## src/rtl/fetch_unit_pkg.sv

```systemverilog
// fetch_unit_pkg -- shared types and constants for the instruction fetch unit.
//   fetch_entry_t : one queued fetch (byte pc + instruction word)
//   NOP_INSTR     : canonical RV32 nop encoding (addi x0,x0,0)
//   PC_STEP       : byte increment between sequential fetches
//   FQ_DEPTH_DEF  : default fetch-queue depth
package fetch_unit_pkg;

    typedef struct packed {
        logic [31:0] pc;
        logic [31:0] instr;
    } fetch_entry_t;

    localparam logic [31:0] NOP_INSTR    = 32'h0000_0013;
    localparam logic [31:0] PC_STEP      = 32'd4;
    localparam int          FQ_DEPTH_DEF = 2;

endpackage

```

## src/rtl/fetch_queue.sv

```systemverilog
// fetch_queue -- small circular FIFO of fetch entries.
// Ports:
//   clock, reset      : clock, async active-high reset (empties the queue)
//   push, wdata       : enqueue wdata at tail (caller guarantees not full unless popping)
//   pop               : dequeue head (caller guarantees not empty)
//   flush             : synchronous empty; overrides push/pop
//   count             : number of valid entries
//   head              : head entry, all-zero when empty
module fetch_queue
    import fetch_unit_pkg::*;
#(
    parameter int DEPTH = FQ_DEPTH_DEF,
    localparam int PW   = (DEPTH > 1) ? $clog2(DEPTH) : 1,
    localparam int CW   = $clog2(DEPTH + 1)
) (
    input  logic          clock,
    input  logic          reset,
    input  logic          push,
    input  logic          pop,
    input  logic          flush,
    input  fetch_entry_t  wdata,
    output logic [CW-1:0] count,
    output fetch_entry_t  head
);

    fetch_entry_t  slots [DEPTH];
    logic [PW-1:0] rd_ptr;
    logic [PW-1:0] wr_ptr;

    // Explicit wrap so non-power-of-two depths also work.
    function automatic logic [PW-1:0] bump(input logic [PW-1:0] p);
        return (p == PW'(DEPTH - 1)) ? '0 : p + PW'(1);
    endfunction

    always_ff @(posedge clock or posedge reset) begin
        if (reset) begin
            rd_ptr <= '0;
            wr_ptr <= '0;
            count  <= '0;
            for (int i = 0; i < DEPTH; i++) slots[i] <= '0;
        end else if (flush) begin
            rd_ptr <= '0;
            wr_ptr <= '0;
            count  <= '0;
        end else begin
            if (push) begin
                slots[wr_ptr] <= wdata;
                wr_ptr        <= bump(wr_ptr);
            end
            if (pop) rd_ptr <= bump(rd_ptr);
            count <= count + CW'(push) - CW'(pop);
        end
    end

    // Zeroed when empty so stale entries never leak to the outputs
    // (including while reset is held).
    assign head = (count != '0) ? slots[rd_ptr] : '0;

endmodule

```

## src/rtl/fetch_unit.sv

```systemverilog
// fetch_unit -- sequential instruction fetch with a 2-entry fetch queue.
// The PC register addresses instruction memory combinationally; each cycle
// the returned word is pushed with its pc when the queue has room (or the
// head is leaving), otherwise the pc holds and the same word is re-read.
// A redirect flushes the queue and reloads the pc with the aligned target.
// Ports:
//   clock, reset             : clock, async active-high reset
//   imem_addr  [31:0] out    : word index = pc[31:2]
//   imem_instr [31:0] in     : instruction word for imem_addr
//   redirect, redirect_pc    : flush + jump request from execute
//   out_valid/out_ready      : decode handshake on the queue head
//   out_instr, out_pc        : head instruction and its byte pc
//   perf_fetched, perf_stall : present only with FETCH_PERF_CNT_EN defined
// Optional feature macro: FETCH_PERF_CNT_EN (performance counters).
module fetch_unit
    import fetch_unit_pkg::*;
#(
    parameter logic [31:0] RESET_PC = 32'h0000_0000,
    parameter int          FQ_DEPTH = FQ_DEPTH_DEF
) (
    input  logic        clock,
    input  logic        reset,
    output logic [31:0] imem_addr,
    input  logic [31:0] imem_instr,
    input  logic        redirect,
    input  logic [31:0] redirect_pc,
    output logic        out_valid,
    input  logic        out_ready,
    output logic [31:0] out_instr,
`ifdef FETCH_PERF_CNT_EN
    output logic [31:0] perf_fetched,
    output logic [31:0] perf_stall,
`endif
    output logic [31:0] out_pc
);

    localparam int CW = $clog2(FQ_DEPTH + 1);

    logic [31:0]   pc;
    logic [CW-1:0] count;
    logic          full;
    logic          push;
    logic          pop;
    fetch_entry_t  wdata;
    fetch_entry_t  head;
    logic [31:0]   redirect_tgt;

    assign imem_addr    = {2'b00, pc[31:2]};
    assign redirect_tgt = redirect_pc & 32'hFFFF_FFFC;

    assign full      = (count == CW'(FQ_DEPTH));
    assign out_valid = (count != '0);
    // Redirect kills the head even if decode is ready: nothing is delivered.
    assign pop  = out_valid && out_ready && !redirect;
    assign push = !redirect && (!full || pop);

    always_comb begin
        wdata       = '0;
        wdata.pc    = pc;
        wdata.instr = imem_instr;
    end

    fetch_queue #(.DEPTH(FQ_DEPTH)) u_queue (
        .clock (clock),
        .reset (reset),
        .push  (push),
        .pop   (pop),
        .flush (redirect),
        .wdata (wdata),
        .count (count),
        .head  (head)
    );

    assign out_pc    = head.pc;
    assign out_instr = head.instr;

    // pc + PC_STEP wraps naturally modulo 2^32.
    always_ff @(posedge clock or posedge reset) begin
        if (reset)         pc <= RESET_PC;
        else if (redirect) pc <= redirect_tgt;
        else if (push)     pc <= pc + PC_STEP;
    end

`ifdef FETCH_PERF_CNT_EN
    // A stall cycle is one where the queue is full, the head stays, and no
    // redirect is pending -- i.e. the fetch is blocked purely by back-pressure.
    always_ff @(posedge clock or posedge reset) begin
        if (reset) begin
            perf_fetched <= '0;
            perf_stall   <= '0;
        end else begin
            if (push) perf_fetched <= perf_fetched + 32'd1;
            if (full && !pop && !redirect) perf_stall <= perf_stall + 32'd1;
        end
    end
`endif

endmodule

```

## config.mk

```make
export PLATFORM = sky130hd
export DESIGN_NAME = fetch_unit
export DESIGN_NICKNAME = d
export VERILOG_FILES = /design/src/rtl/fetch_unit_pkg.sv /design/src/rtl/fetch_queue.sv /design/src/rtl/fetch_unit.sv
export SDC_FILE = /design/constraint.sdc
export NUM_CORES = 1
export LEC_CHECK = 0
export BUFFER_PORTS_ARGS = -buffer_cell sky130_fd_sc_hd__buf_2
export CORE_ASPECT_RATIO = 1.5
export CORE_MARGIN = 8
export CORE_UTILIZATION = 58
export CTS_CLUSTER_DIAMETER = 200
export DETAILED_ROUTE_END_ITERATION = 10
export GPL_ROUTABILITY_DRIVEN = 0
export PLACE_DENSITY = 0.84
export SYNTH_ARGS = -nofsm -noshare
export SYNTH_HDL_FRONTEND = slang
export SYNTH_SLANG_ARGS = --single-unit
```

## constraint.sdc

```tcl
create_clock -name clock -period 7.7 [get_ports clock]
set_clock_uncertainty 0.1 [all_clocks]
set_input_delay 1.155 -clock clock [delete_from_list [all_inputs] [get_ports clock]]
set_output_delay 1.155 -clock clock [all_outputs]
set_load 0.03 [all_outputs]
```

==> results of run 1 <==
## synthesized netlist by cell type, types with 8 or more instances
cell type  count  area [um2]
mux2_2       125        1410
mux2i_1       63         631
nand3_1        9        45.0
nand2_1       22        82.6
a31oi_1       16         100
buf_2         19        95.1
o31ai_1       12        90.1
clkbuf_1      13        48.8
dfrtp_1      158        3950
nor2_1        85         319
xor2_1         8        70.1
o21ai_0       15        75.1
or4_1         14         105
## layout make-up
| type | count | area share, % |
|---|---|---|
| Tap cell | 159 | 2.20 |
| Clock inverter | 12 | 1.52 |
| Sequential cell | 158 | 43.8 |
| Inverter | 6 | 0.305 |
| Clock buffer | 20 | 5.06 |
| Timing Repair Buffer | 163 | 9.18 |
| Multi-Input combinational cell | 428 | 37.9 |
## metrics by stage
step                total power, mW  std cells
global placement               2.91        914
CTS                            3.83        946
finish                         3.80        946
global route                   4.01        946
detailed placement             2.99        914
floorplan                      2.54        636
## worst reg2reg max path, delay by kind of cell, from the launching register on
| kind | cells | cell delay, ns |
|---|---|---|
| buffers and inverters | 1 | 0.61 |
| muxes | 1 | 0.43 |
| DFF | 1 | 0.44 |
| and+or+nand+nor | 3 | 0.88 |
## cells by family after synthesis
logic type | count (synthesis) | synth area share [%]
buffers and inverters | 50 | 3.23
and+or+nand+nor | 160 | 10.4
other | 1 | 0.0494
adders and majority gates | 3 | 0.494
AOI/OAI and AO/OA | 60 | 5.37
muxes | 188 | 26.8
DFF | 158 | 52.1
xor gates and xnor gates | 13 | 1.50
## routing by layer
metal	up-vias	share of wire, %
met1	2828	38
li1	2536	-
met4	0	2.8
met2	180	53
met5	-	0
met3	35	5.6
## final timing paths
path | from | to | slack, ns
min | u_queue.slots[4] | u_queue.slots[4] | 0.40
min reg2reg | u_queue.slots[4] | u_queue.slots[4] | 0.40
max reg2reg | u_queue.count[1] | u_queue.slots[62] | 5.12
min in group asynchronous | reset | u_queue.slots[28] | 0.79
max in group asynchronous | reset | u_queue.rd_ptr | 5.20
max | u_queue.rd_ptr | out_pc[2] | 4.18
## state kept, by name (all words and copies together), names as in the netlist
signal          cells
u_queue.slots     124
u_queue.rd_ptr      1
pc                 30
u_queue.wr_ptr      1
u_queue.count       2
## power groups by stage
stage	sequential (mW)	clock (mW)	combinational, mW
after floorplan	1.36	0	1.19
after global placement	1.41	0	1.50
after detailed placement	1.45	0	1.54
after CTS	1.44	0.847	1.55
after global routing	1.49	0.882	1.64
final	1.44	0.832	1.53
==> impl_metrics.yaml, run 1 <==
critical_path:
  crit_chain: "mux2i_1 > nor2_1 > buf_2"
  crit_path_start_kind: "flip-flop"
  cp_slowest_cell: "dfrtp_4"
  reg2reg_depth: 5
  critPathArrivalTime_ns: 2.27
  cp_num_cells: 3
  critPathMaxFanout: 63
  critPathRequiredTime_ns: 6.44
  cp_num_buf_inv: 1
  endpoint_kind: "output port"
  path_class: "flip-flop to output port"
  crit_path_max_incr_delay_ns: 1.20
  crit_family: "flip-flops"
global_routing:
  use_met1_pct: 25.2
  grt_antenna_before_repair: 0
  grt_max_degree: 88
  use_met3_pct: 4.80
  grt_pass1_wl_um: 30000
  grt.met2_usage_pct: 38.8
  top_usage_layer: "met2"
  grt_usage_pct: 22.2
  grt_overflow: 0
  first_global_vias: 6018
clock_tree:
  clock_path_buffers: 2
  cts_tree: "built"
  htree_levels: 4
  clock_latency_ns: 0.42
  clock-sinks: 158
  cts-root-buf: "clkbuf_16"
  cts_setup_buffers: 0
  cts-resized-gates: 0
  holdBufCountCts: 0
  numCtsBuffers: 17
  path_clk_slew_ns: 0.06
die:
  die-area_um2: 17100
  row_count: 51
  top_level_ports: 165
  die_w_um: 109
  core-area_um2: 12900
  start_util_pct: 58.9
  die_height_um: 156
timing:
  slew_viol_final: 0
  hold_viol: 0
  post-route-period-util_pct: 45.7
  fmax_mhz: 284
  timing.final.ws_setup_ns: 4.18
  period_needed_ns: 3.52
  maxSlewHeadroom_pct: 21.7
  tns_ns: 0
  worst_pin_slew_ns: 1.17
  finalSetupViolCount: 0
  rsz0062_at_grt: "no"
  whs_ns: 0.405
routing:
  wl_per_cell_um: 19.3
  drc: 0
  num_vias: 5579
  drtIter0Drc: 271
  postRouteWirelength_um: 18300
  viasPerCell: 5.90
  detailedRoute.firstPassIterationCount: 5
  antenna_left: 0
synthesis:
  synth.avg_cell_area_um2: 12.0
  synth_cell_types: 45
  netlist_area_um2: 7590
  ys_ff_latch: 158
  yosysWarnings: 0
  seq_area_frac_synth_pct: 52.1
  synthFlopType: "dfrtp_1"
  syn_inst: 633
  synth_edf_count: 0
  async_flop_share_pct: 100
placement:
  port_buffers: 158
  hpwl_um: 12600
  dpl_cell_area_um2: 8430
  dp_slack_ns: 4.19
pwr:
  vdd_drop_max_mv: 0.242
  sw_frac_of_total_pct: 39.5
  combPwrFrac_pct: 40.2
  p_seq_share_pct: 37.9
  internal_power_mw: 2.30
  clockPowerShare_pct: 21.9
  power_leakage_nw: 3.98
  power.density_nw_per_um2: 420
  p_sw_mw: 1.50
finish:
  n_antenna_cell: 0
  seqCellArea_um2: 3960
  fin_area_um2: 9030
  fill_cells: 915
  final_core_util_pct: 70.0
  nets: 845
  layout-drive-gt1-share_pct: 42.6
  area_delta_synth_final_pct: 18.9
  multi_input_area_um2: 3420
  final_cell_mix: "158 x buf_2, 157 x dfrtp_1, 125 x mux2_2"
  final_common_cell: "buf_2"
status:
  status: "complete, no violations"
hold_path:
  whs_path_depth: 1
  hold_class: "flip-flop to flip-flop"
job:
  drv_cap: 0
Note: power is estimated with default switching activity, not from simulation.
==> inputs of run 2 (changes only) <==
--- a/config.mk
+++ b/config.mk
@@ -5,14 +5,15 @@
 export SDC_FILE = /design/constraint.sdc
 export NUM_CORES = 1
 export LEC_CHECK = 0
+export ABC_AREA = 1
 export BUFFER_PORTS_ARGS = -buffer_cell sky130_fd_sc_hd__buf_2
 export CORE_ASPECT_RATIO = 1.5
 export CORE_MARGIN = 8
-export CORE_UTILIZATION = 58
+export CORE_UTILIZATION = 55
 export CTS_CLUSTER_DIAMETER = 200
 export DETAILED_ROUTE_END_ITERATION = 10
 export GPL_ROUTABILITY_DRIVEN = 0
-export PLACE_DENSITY = 0.84
+export PLACE_DENSITY = 0.8
 export SYNTH_ARGS = -nofsm -noshare
 export SYNTH_HDL_FRONTEND = slang
 export SYNTH_SLANG_ARGS = --single-unit
==> constraint.sdc (replaced) <==
create_clock -name clock -period 3.7 [get_ports clock]
set_clock_uncertainty 0.1 [all_clocks]
set_input_delay 0.555 -clock clock [delete_from_list [all_inputs] [get_ports clock]]
set_output_delay 0.555 -clock clock [all_outputs]
set_load 0.03 [all_outputs]
==> impl_metrics.yaml, run 2 <==
finish:
  max_flop_register: "u_queue.slots"
  area_delta_synth_final_pct: 18.4
  final_cell_mix: "387 x nand2_1, 158 x buf_2, 157 x dfrtp_1"
  fill_cells: 1268
  largest_reg_flops: 124
  nets: 1247
  layout-drive-gt1-share_pct: 18.8
  seqCellArea_um2: 3960
  final_common_cell: "nand2_1"
  n_antenna_cell: 0
  top_regs: "u_queue.slots x124, pc x30, u_queue.count x2"
  final_core_util_pct: 66.7
  multi_input_area_um2: 3290
clock_tree:
  clock-sinks: 158
  cts_tree: "built"
  cts-root-buf: "clkbuf_16"
  clock_latency_ns: 0.41
  holdBufCountCts: 0
  cts-resized-gates: 0
  path_clk_slew_ns: 0.07
  cts_setup_buffers: 0
  clock_path_buffers: 2
  htree_levels: 4
  numCtsBuffers: 17
critical_path:
  crit_path_max_incr_delay_ns: 0.42
  critPathArrivalTime_ns: 2.02
  endpoint_kind: "output port"
  path_class: "flip-flop to output port"
  crit_family: "buffers and inverters"
  critPathRequiredTime_ns: 3.04
  cp_num_buf_inv: 3
  crit_path_start_kind: "flip-flop"
  crit_chain: "inv_2 > buf_12 > nand2_1 > a21oi_1 > buf_2"
  critPathMaxFanout: 35
  cp_slowest_cell: "dfrtp_2"
synthesis:
  synth_cell_types: 32
  synth.avg_cell_area_um2: 7.57
  synth_most_common_cell: "nand2_1"
  netlist_area_um2: 7920
  syn_inst: 1046
  async_flop_share_pct: 100
  synth_edf_count: 0
  synth_area_leaders: "dfrtp_1 50%, nand2_1 18%, o21ai_1 6.7%, a21oi_1 4.7%, inv_1 4.1%"
  seq_area_frac_synth_pct: 49.9
  synth.top_cell.area_share_pct: 49.9
  ys_ff_latch: 158
  synth_top_cell_by_area: "dfrtp_1"
  synthFlopType: "dfrtp_1"
  ys_top_cells_by_count: "387 x nand2_1, 158 x dfrtp_1, 106 x o21ai_1"
  yosysWarnings: 0
die:
  core-area_um2: 14100
  row_count: 53
  die_w_um: 114
  die-area_um2: 18600
  start_util_pct: 56.3
  top_level_ports: 165
  die_height_um: 163
timing:
  timing.final.ws_setup_ns: 1.02
  post-route-period-util_pct: 72.4
  period_needed_ns: 2.68
  slew_viol_final: 0
  fmax_mhz: 373
  finalSetupViolCount: 0
  rsz0062_at_grt: "no"
  maxSlewHeadroom_pct: 51.6
  worst_pin_slew_ns: 0.725
  tns_ns: 0
  hold_viol: 0
global_routing:
  grt_antenna_before_repair: 0
  first_global_vias: 6961
  grt_max_degree: 125
  grt_usage_pct: 22.6
  grt_overflow: 0
  grt_pass1_wl_um: 33600
routing:
  viasPerCell: 5.24
  postRouteWirelength_um: 20700
  antenna_left: 0
  detailedRoute.firstPassIterationCount: 5
  num_vias: 7236
  wl_per_cell_um: 15.0
  drtIter0Drc: 606
  drc: 0
hold_path:
  hold_class: "primary input to asynchronous set/reset pin"
pwr:
  power.density_nw_per_um2: 869
  vdd_drop_max_mv: 0.384
  power_leakage_nw: 4.81
  p_total_mw: 8.15
job:
  drv_cap: 0
placement:
  port_buffers: 158
  dp_slack_ns: 1.36
  hpwl_um: 13900
status:
  status: "complete, no violations"
## run 2: metrics by stage
| stage | cells | cell area, um2 | hold slack [ns] |
|---|---|---|---|
| after global routing | 1381 | 9380 | 0.187 |
| final | 1381 | 9380 | 0.148 |
| after detailed placement | 1349 | 8770 | 0.369 |
| after floorplan | 1049 | 7940 | 0.353 |
| after CTS | 1381 | 9380 | 0.159 |
| after global placement | 1349 | 8770 | 0.364 |
## run 2: final cells by class
class,instances,share of cell area (%)
Sequential cell,158,42.2
Tap cell,192,2.56
Timing Repair Buffer,168,10.0
Clock inverter,11,1.39
Clock buffer,21,5.12
Inverter,91,3.68
Multi-Input combinational cell,740,35.1
## run 2: logic make-up after synthesis
logic type      synth area share [%]
simple gates                    25.2
buf+inv                         8.72
flops                           49.9
compound gates                  15.4
fa+ha+maj                      0.474
xor+xnor                       0.221
other cells                   0.0473
## run 2: worst paths after layout
path / startpoint / endpoint / slack, ns / depth (start not counted)
setup / recovery: u_queue.rd_ptr / out_pc[8] / 1.02 / 5
hold / removal: reset / u_queue.slots[90] / 0.15 / 2
setup reg to reg: u_queue.count[1] / u_queue.slots[82] / 1.64 / 7
hold reg to reg: u_queue.slots[94] / u_queue.slots[94] / 0.38 / 2
max in group asynchronous: reset / u_queue.slots[50] / 2.54 / 3
min in group clock: redirect_pc[19] / pc[19] / 0.27 / 3
## run 2: metal layers
metal / vias to the layer above / GRT usage (%) / wire, um
met5: - / 0 / 0
met4: 0 / 8.57 / 453
met3: 30 / 4.12 / 1030
met2: 221 / 39.3 / 10600
met1: 3391 / 27.2 / 8560
li1: 3594 / - / -
## run 2: power by group
| group | internal [mW] | switching, mW |
|---|---|---|
| Clock | 1.07 | 0.701 |
| Combinational | 1.01 | 2.38 |
| Sequential | 2.49 | 0.499 |
| Total | 4.57 | 3.58 |
